$ cat src/rtl/host_pkg.sv
// Shared types and constants for the host-side harness controller.
package host_pkg;

  localparam int unsigned DM_DEPTH = 256;

  typedef enum logic [2:0] {
    IDLE,
    CLEAR,
    LOAD,
    HOLD,
    RUN,
    DUMP
  } host_state_e;

endpackage

$ cat src/rtl/dm_host_ctrl.sv
// Host harness controller: clears and preloads data memory, runs the CPU,
// then streams a result window of data memory back to the host.
module dm_host_ctrl
  import host_pkg::*;
#(
  parameter int unsigned DUMP_BASE  = 5,
  parameter int unsigned DUMP_LEN   = 4,
  parameter int unsigned START_HOLD = 2,
  parameter int unsigned TIMEOUT    = 100000
) (
  input  logic       CLK,
  input  logic       RESET,
  input  logic       GO,
  input  logic       IN_VALID,
  output logic       IN_READY,
  input  logic [7:0] IN_ADDR,
  input  logic [7:0] IN_DATA,
  input  logic       IN_LAST,
  output logic       OUT_VALID,
  input  logic       OUT_READY,
  output logic [7:0] OUT_DATA,
  output logic       OUT_LAST,
  output logic       DM_OWN,
  output logic       DM_WE,
  output logic [7:0] DM_ADDR,
  output logic [7:0] DM_WDATA,
  input  logic [7:0] DM_RDATA,
  output logic       CPU_START,
  input  logic       CPU_DONE,
  output logic       BUSY,
  output logic       ERR
);

  localparam logic [7:0] CLR_LAST  = 8'(DM_DEPTH - 1);
  localparam logic [7:0] DUMP_LAST = 8'(DUMP_LEN - 1);
  localparam logic [7:0] BASE      = 8'(DUMP_BASE);

  host_state_e state;
  logic [7:0]  idx;
  logic [31:0] tcnt;
  logic        dm_own_q, dm_we_q, in_ready_q, out_valid_q, out_last_q;
  logic        cpu_start_q, busy_q, err_q;
  logic [7:0]  dm_addr_q, dm_wdata_q;
  logic        load_acc;

  // A preload beat writes memory in the cycle it is accepted.
  assign load_acc  = (state == LOAD) && IN_VALID && in_ready_q;
  assign DM_WE     = (state == LOAD) ? load_acc : dm_we_q;
  assign DM_ADDR   = (state == LOAD) ? IN_ADDR  : dm_addr_q;
  assign DM_WDATA  = (state == LOAD) ? IN_DATA  : dm_wdata_q;
  assign OUT_DATA  = DM_RDATA;
  assign DM_OWN    = dm_own_q;
  assign IN_READY  = in_ready_q;
  assign OUT_VALID = out_valid_q;
  assign OUT_LAST  = out_last_q;
  assign CPU_START = cpu_start_q;
  assign BUSY      = busy_q;
  assign ERR       = err_q;

  // Sequencer with registered outputs.
  always_ff @(posedge CLK) begin
    if (RESET) begin
      state       <= IDLE;
      idx         <= 8'd0;
      tcnt        <= 32'd0;
      cpu_start_q <= 1'b1;
      dm_own_q    <= 1'b1;
      dm_we_q     <= 1'b0;
      dm_addr_q   <= 8'd0;
      dm_wdata_q  <= 8'd0;
      in_ready_q  <= 1'b0;
      out_valid_q <= 1'b0;
      out_last_q  <= 1'b0;
      busy_q      <= 1'b0;
      err_q       <= 1'b0;
    end else begin
      case (state)
        IDLE: begin
          if (GO) begin
            state      <= CLEAR;
            err_q      <= 1'b0;
            busy_q     <= 1'b1;
            dm_we_q    <= 1'b1;
            dm_addr_q  <= 8'd0;
            dm_wdata_q <= 8'd0;
            idx        <= 8'd0;
          end
        end
        CLEAR: begin
          if (idx == CLR_LAST) begin
            state      <= LOAD;
            dm_we_q    <= 1'b0;
            dm_addr_q  <= 8'd0;
            in_ready_q <= 1'b1;
          end else begin
            idx       <= idx + 8'd1;
            dm_addr_q <= idx + 8'd1;
          end
        end
        LOAD: begin
          if (load_acc && IN_LAST) begin
            state      <= HOLD;
            in_ready_q <= 1'b0;
            dm_own_q   <= 1'b0;
            tcnt       <= 32'd0;
          end
        end
        HOLD: begin
          if (tcnt == START_HOLD - 32'd1) begin
            state       <= RUN;
            cpu_start_q <= 1'b0;
            tcnt        <= 32'd0;
          end else begin
            tcnt <= tcnt + 32'd1;
          end
        end
        RUN: begin
          // DONE has priority over a timeout landing in the same cycle.
          if (CPU_DONE) begin
            state       <= DUMP;
            dm_own_q    <= 1'b1;
            dm_addr_q   <= BASE;
            idx         <= 8'd0;
            out_valid_q <= 1'b1;
            out_last_q  <= (DUMP_LEN == 32'd1);
          end else if ((TIMEOUT != 32'd0) && (tcnt + 32'd1 == TIMEOUT)) begin
            state       <= IDLE;
            err_q       <= 1'b1;
            cpu_start_q <= 1'b1;
            dm_own_q    <= 1'b1;
            busy_q      <= 1'b0;
          end else begin
            tcnt <= tcnt + 32'd1;
          end
        end
        DUMP: begin
          if (OUT_READY) begin
            if (idx == DUMP_LAST) begin
              state       <= IDLE;
              out_valid_q <= 1'b0;
              out_last_q  <= 1'b0;
              cpu_start_q <= 1'b1;
              busy_q      <= 1'b0;
              dm_addr_q   <= 8'd0;
            end else begin
              idx        <= idx + 8'd1;
              dm_addr_q  <= BASE + idx + 8'd1;
              out_last_q <= (idx + 8'd1 == DUMP_LAST);
            end
          end
        end
        default: state <= IDLE;
      endcase
    end
  end

endmodule

$ cat config.mk
export PLATFORM = sky130hd
export DESIGN_NAME = dm_host_ctrl
export DESIGN_NICKNAME = d
export VERILOG_FILES = /design/src/rtl/host_pkg.sv /design/src/rtl/dm_host_ctrl.sv
export SDC_FILE = /design/constraint.sdc
export NUM_CORES = 1
export LEC_CHECK = 0
export CORE_ASPECT_RATIO = 0.7
export CORE_MARGIN = 4
export CORE_UTILIZATION = 35
export CTS_CLUSTER_DIAMETER = 60
export DETAILED_ROUTE_END_ITERATION = 10
export PLACE_DENSITY = 0.65
export SYNTH_ARGS = -nofsm -noshare
export SYNTH_HDL_FRONTEND = slang
export SYNTH_SLANG_ARGS = --single-unit
$ cat constraint.sdc
create_clock -name CLK -period 3.96 [get_ports CLK]
set_input_delay 0.792 -clock CLK [delete_from_list [all_inputs] [get_ports CLK]]
set_output_delay 0.792 -clock CLK [all_outputs]
set_load 0.01 [all_outputs]
==> results.toml, run 1 <==
[logic_synthesis]
ys_seq_area_frac = 0.273
yosysWarnings = 0
async_flop_share = 0
synthFlopType = "dfxtp_1"
syn_inst = 596
syn_nets = 633
syn_area_per_cell_um2 = 7.26
synth-edff-count = 0
ys_ff_latch = 59
yosysUniqueCellTypes = 64
synth_area_mm2 = 0.00433

[sta]
min_period_ns = 3.48
grt_setup_unrepaired = "no"
maxSlewViolCount = 0
worst_pin_slew_ns = 1.00
fin_crit_sh = 0.878
hold_violations = 0
slew_headroom = 0.326
setup_tns_ns = 0
whs_ns = 0.453
setup_viol = 0
clock_skew_ns = 0.00943
fmax_ghz = 0.288

[setup_path]
cp_data_required_time_ns = 4.16
crit_start = "tcnt[0]$_SDFFE_PP0P_"
cp_max_fo = 25
critPathArrivalTime_ns = 3.68
startpoint_type = "flip-flop"
cp_slowest_cell = "nor3_2"
crit_path_end_kind = "flip-flop"
cp_top_family = "simple AND/OR/NAND/NOR gates"
r2r-start = "tcnt[0]$_SDFFE_PP0P_"
path_buf_inv = 1
path_cells = "ha_1 -> nand3_1 -> nor3_2 -> nand2_1 -> nand4bb_1 -> a211oi_1 -> nand4_1 -> nand3_1 -> buf_12 -> o21ai_0"
worstSetupPathType = "reg -> reg"
cpMostUsedCell = "nand3_1"
max_stage_delay_ns = 0.61

[outcome]
outcome = "complete, no violations"

[global_routing]
grt_overflow = 0
grt_first_pass_wirelength_um = 21400
grt_pass1_vias = 4184
grt_use_total = 0.183
antenna_found_initial = 0
grt_max_degree = 56

[route]
routed-via-count = 4534
finalWirelength_um = 12800
drt_iter0_drc = 695
vias_per_cell = 5.99
dr.pass1.iters = 6
drc = 0
wire_per_inst_um = 16.9
ant_nets = 0

[clock_tree]
cts.root.buffer_cell = "clkbuf_16"
clk-insertion-delay-late_ns = 0.33
cts.htree.levels = 3
clock_path_buffers = 2
post_cts_buffers = 0
cts_tree = "done"
cts.clk_slew.worst_paths_ns = 0.06
cts_hold_buf = 0
numCtsBuffers = 9
cts_resized = 0
clock_sinks = 59

[power_and_ir_drop]
clockPowerShare = 0.412
internal-power_uw = 1300
powerDensity_mw_per_mm2 = 368
swShare = 0.298
p_leak_uw = 0.00157
combinationalPowerShare = 0.230
power_frac_seq = 0.359
peakVddDrop_uv = 285
p_switching_uw = 551

[worst_hold_path]
hp-class = "reg -> reg"
hp-start = "OUT_LAST$_SDFFE_PP0P_"

[layout]
final_area_mm2 = 0.00503
antenna_cells = 0
final_core_util = 0.423
drive_gt1_frac = 0.0783
areaGrowthSynthToFinish_pct = 16.2
nNetsFinal = 633

[placed_design]
port_buffers = 46
place_hpwl_um = 8950
gp_congestion = 0.978
placed_area_mm2 = 0.00474

[floorplan]
die_h_um = 101
ios = 63
start_util = 0.364
die-width_um = 141
dieArea_mm2 = 0.0142
rows = 33
fp.coreArea_mm2 = 0.0119

[run]
max_cap_violations = 0
[final cells by class]
type / count / area, um^2
Clock buffer: 10 / 229
Inverter: 12 / 45.0
Sequential cell: 59 / 1180
Fill cell: 1157 / 6860
Multi-Input combinational cell: 460 / 2790
Tap cell: 157 / 196
Clock inverter: 5 / 55.1
Timing Repair Buffer: 54 / 528
[synth_stat cells (7+ instances only)]
library cell / n / area [um^2]
buf_2: 9 / 45.0
buf_4: 11 / 82.6
o21ai_0: 36 / 180
dfxtp_1: 59 / 1180
nor2_1: 52 / 195
o41ai_1: 18 / 158
nand2b_1: 7 / 43.8
nor3_1: 15 / 75.1
mux2_2: 8 / 90.1
nand2_1: 61 / 229
nand3_1: 42 / 210
or3_1: 10 / 62.6
and2_1: 13 / 81.3
clkbuf_1: 39 / 146
xor2_1: 8 / 70.1
xnor2_1: 10 / 87.6
a21oi_1: 36 / 180
inv_1: 11 / 41.3
nor4_1: 13 / 81.3
nand4_1: 24 / 150
[layout by cell type, fill, tap and decap left out, types with 3 or more instances in the layout]
cell,Yosys,layout
xor2_1,8,8
clkdlybuf4s50_1,0,45
nor4_1,13,13
nand3b_1,3,3
a21o_1,4,4
o221ai_1,4,4
a211oi_1,6,6
nor3_1,15,15
nor2b_1,4,4
and2_1,13,13
dfxtp_1,59,59
mux2_2,8,8
o21ai_0,36,36
nand4_1,24,24
nor2_1,52,52
o211ai_1,6,6
buf_4,11,7
nor4b_1,3,3
o21ai_1,4,4
inv_1,11,11
and3_1,4,4
or4_1,6,6
nand2b_1,7,7
a32oi_1,3,3
o41ai_1,18,18
ha_1,6,6
nand2_1,61,61
clkbuf_16,0,9
o31ai_1,4,4
xnor2_1,10,10
o32ai_1,5,5
or3_1,10,10
and4_1,6,6
a21oi_1,36,36
or2_2,6,6
nand3_1,42,42
[metal layers]
metal / up-vias / global-route usage / share of wire
li1: 2207 / - / -
met1: 2084 / 0.269 / 0.48
met2: 229 / 0.261 / 0.42
met3: 14 / 0.0465 / 0.093
met4: 0 / 0.0529 / 0.010
met5: - / 0 / 0
[sequential cells by signal, indices dropped and copies added (netlist names)]
name / cells
OUT_LAST: 1
IN_READY: 1
CPU_START: 1
idx: 8
ERR: 1
OUT_VALID: 1
state: 3
dm_we_q: 1
DM_OWN: 1
tcnt: 32
dm_addr_q: 8
BUSY: 1
[final timing paths]
path	end	slack (ns)	depth (start not counted)
setup / recovery	tcnt[16]$_SDFFE_PP0P_	0.48	10
setup reg to reg	tcnt[16]$_SDFFE_PP0P_	0.48	10
hold reg to reg	OUT_LAST$_SDFFE_PP0P_	0.45	2
hold / removal	OUT_LAST$_SDFFE_PP0P_	0.45	2
[through the flow]
step	instances	power [uW]	setup WS, ns
after CTS	757	1860	0.534
after detailed placement	742	1100	0.571
after global routing	757	1940	0.180
after floorplan	596	945	1.00
after global placement	742	1090	0.739
final	757	1850	0.482
[power by group through the flow]
stage / clock network, uW / logic (uW) / registers, uW
after CTS: 774 / 424 / 663
after global routing: 804 / 470 / 671
after global placement: 0 / 416 / 676
after detailed placement: 0 / 422 / 675
final: 761 / 425 / 664
after floorplan: 0 / 296 / 649
[worst reg2reg max path, delay by kind of cell (launching register included)]
kind | cells | cell delay [ns]
compound gates | 2 | 0.56
fa+ha+maj | 1 | 0.28
buf+inv | 1 | 0.22
flops | 1 | 0.47
simple gates | 6 | 1.81
[cells by family (layout without fill, tap and decap cells)]
| kind of cell | after synthesis | in the layout | share of synthesized area |
|---|---|---|---|
| AND/OR/NAND/NOR | 282 | 282 | 0.346 |
| AO/OA/AOI/OAI | 144 | 144 | 0.219 |
| buffers and inverters | 77 | 81 | 0.0824 |
| flip-flops | 59 | 59 | 0.273 |
| XOR/XNOR | 18 | 18 | 0.0364 |
| multiplexers | 10 | 10 | 0.0254 |
| adder cells (fa/ha/maj) | 6 | 6 | 0.0174 |
Power figures use the tool's default switching activity.
==> run 2: changes to the inputs <==
--- a/config.mk
+++ b/config.mk
@@ -10,6 +10,7 @@
 export CORE_UTILIZATION = 35
 export CTS_CLUSTER_DIAMETER = 60
 export DETAILED_ROUTE_END_ITERATION = 10
+export HOLD_SLACK_MARGIN = 0.12
 export PLACE_DENSITY = 0.65
 export SYNTH_ARGS = -nofsm -noshare
 export SYNTH_HDL_FRONTEND = slang
==> results of run 2 <==
Final layout, timing and power as in run 1 (identical DEF).
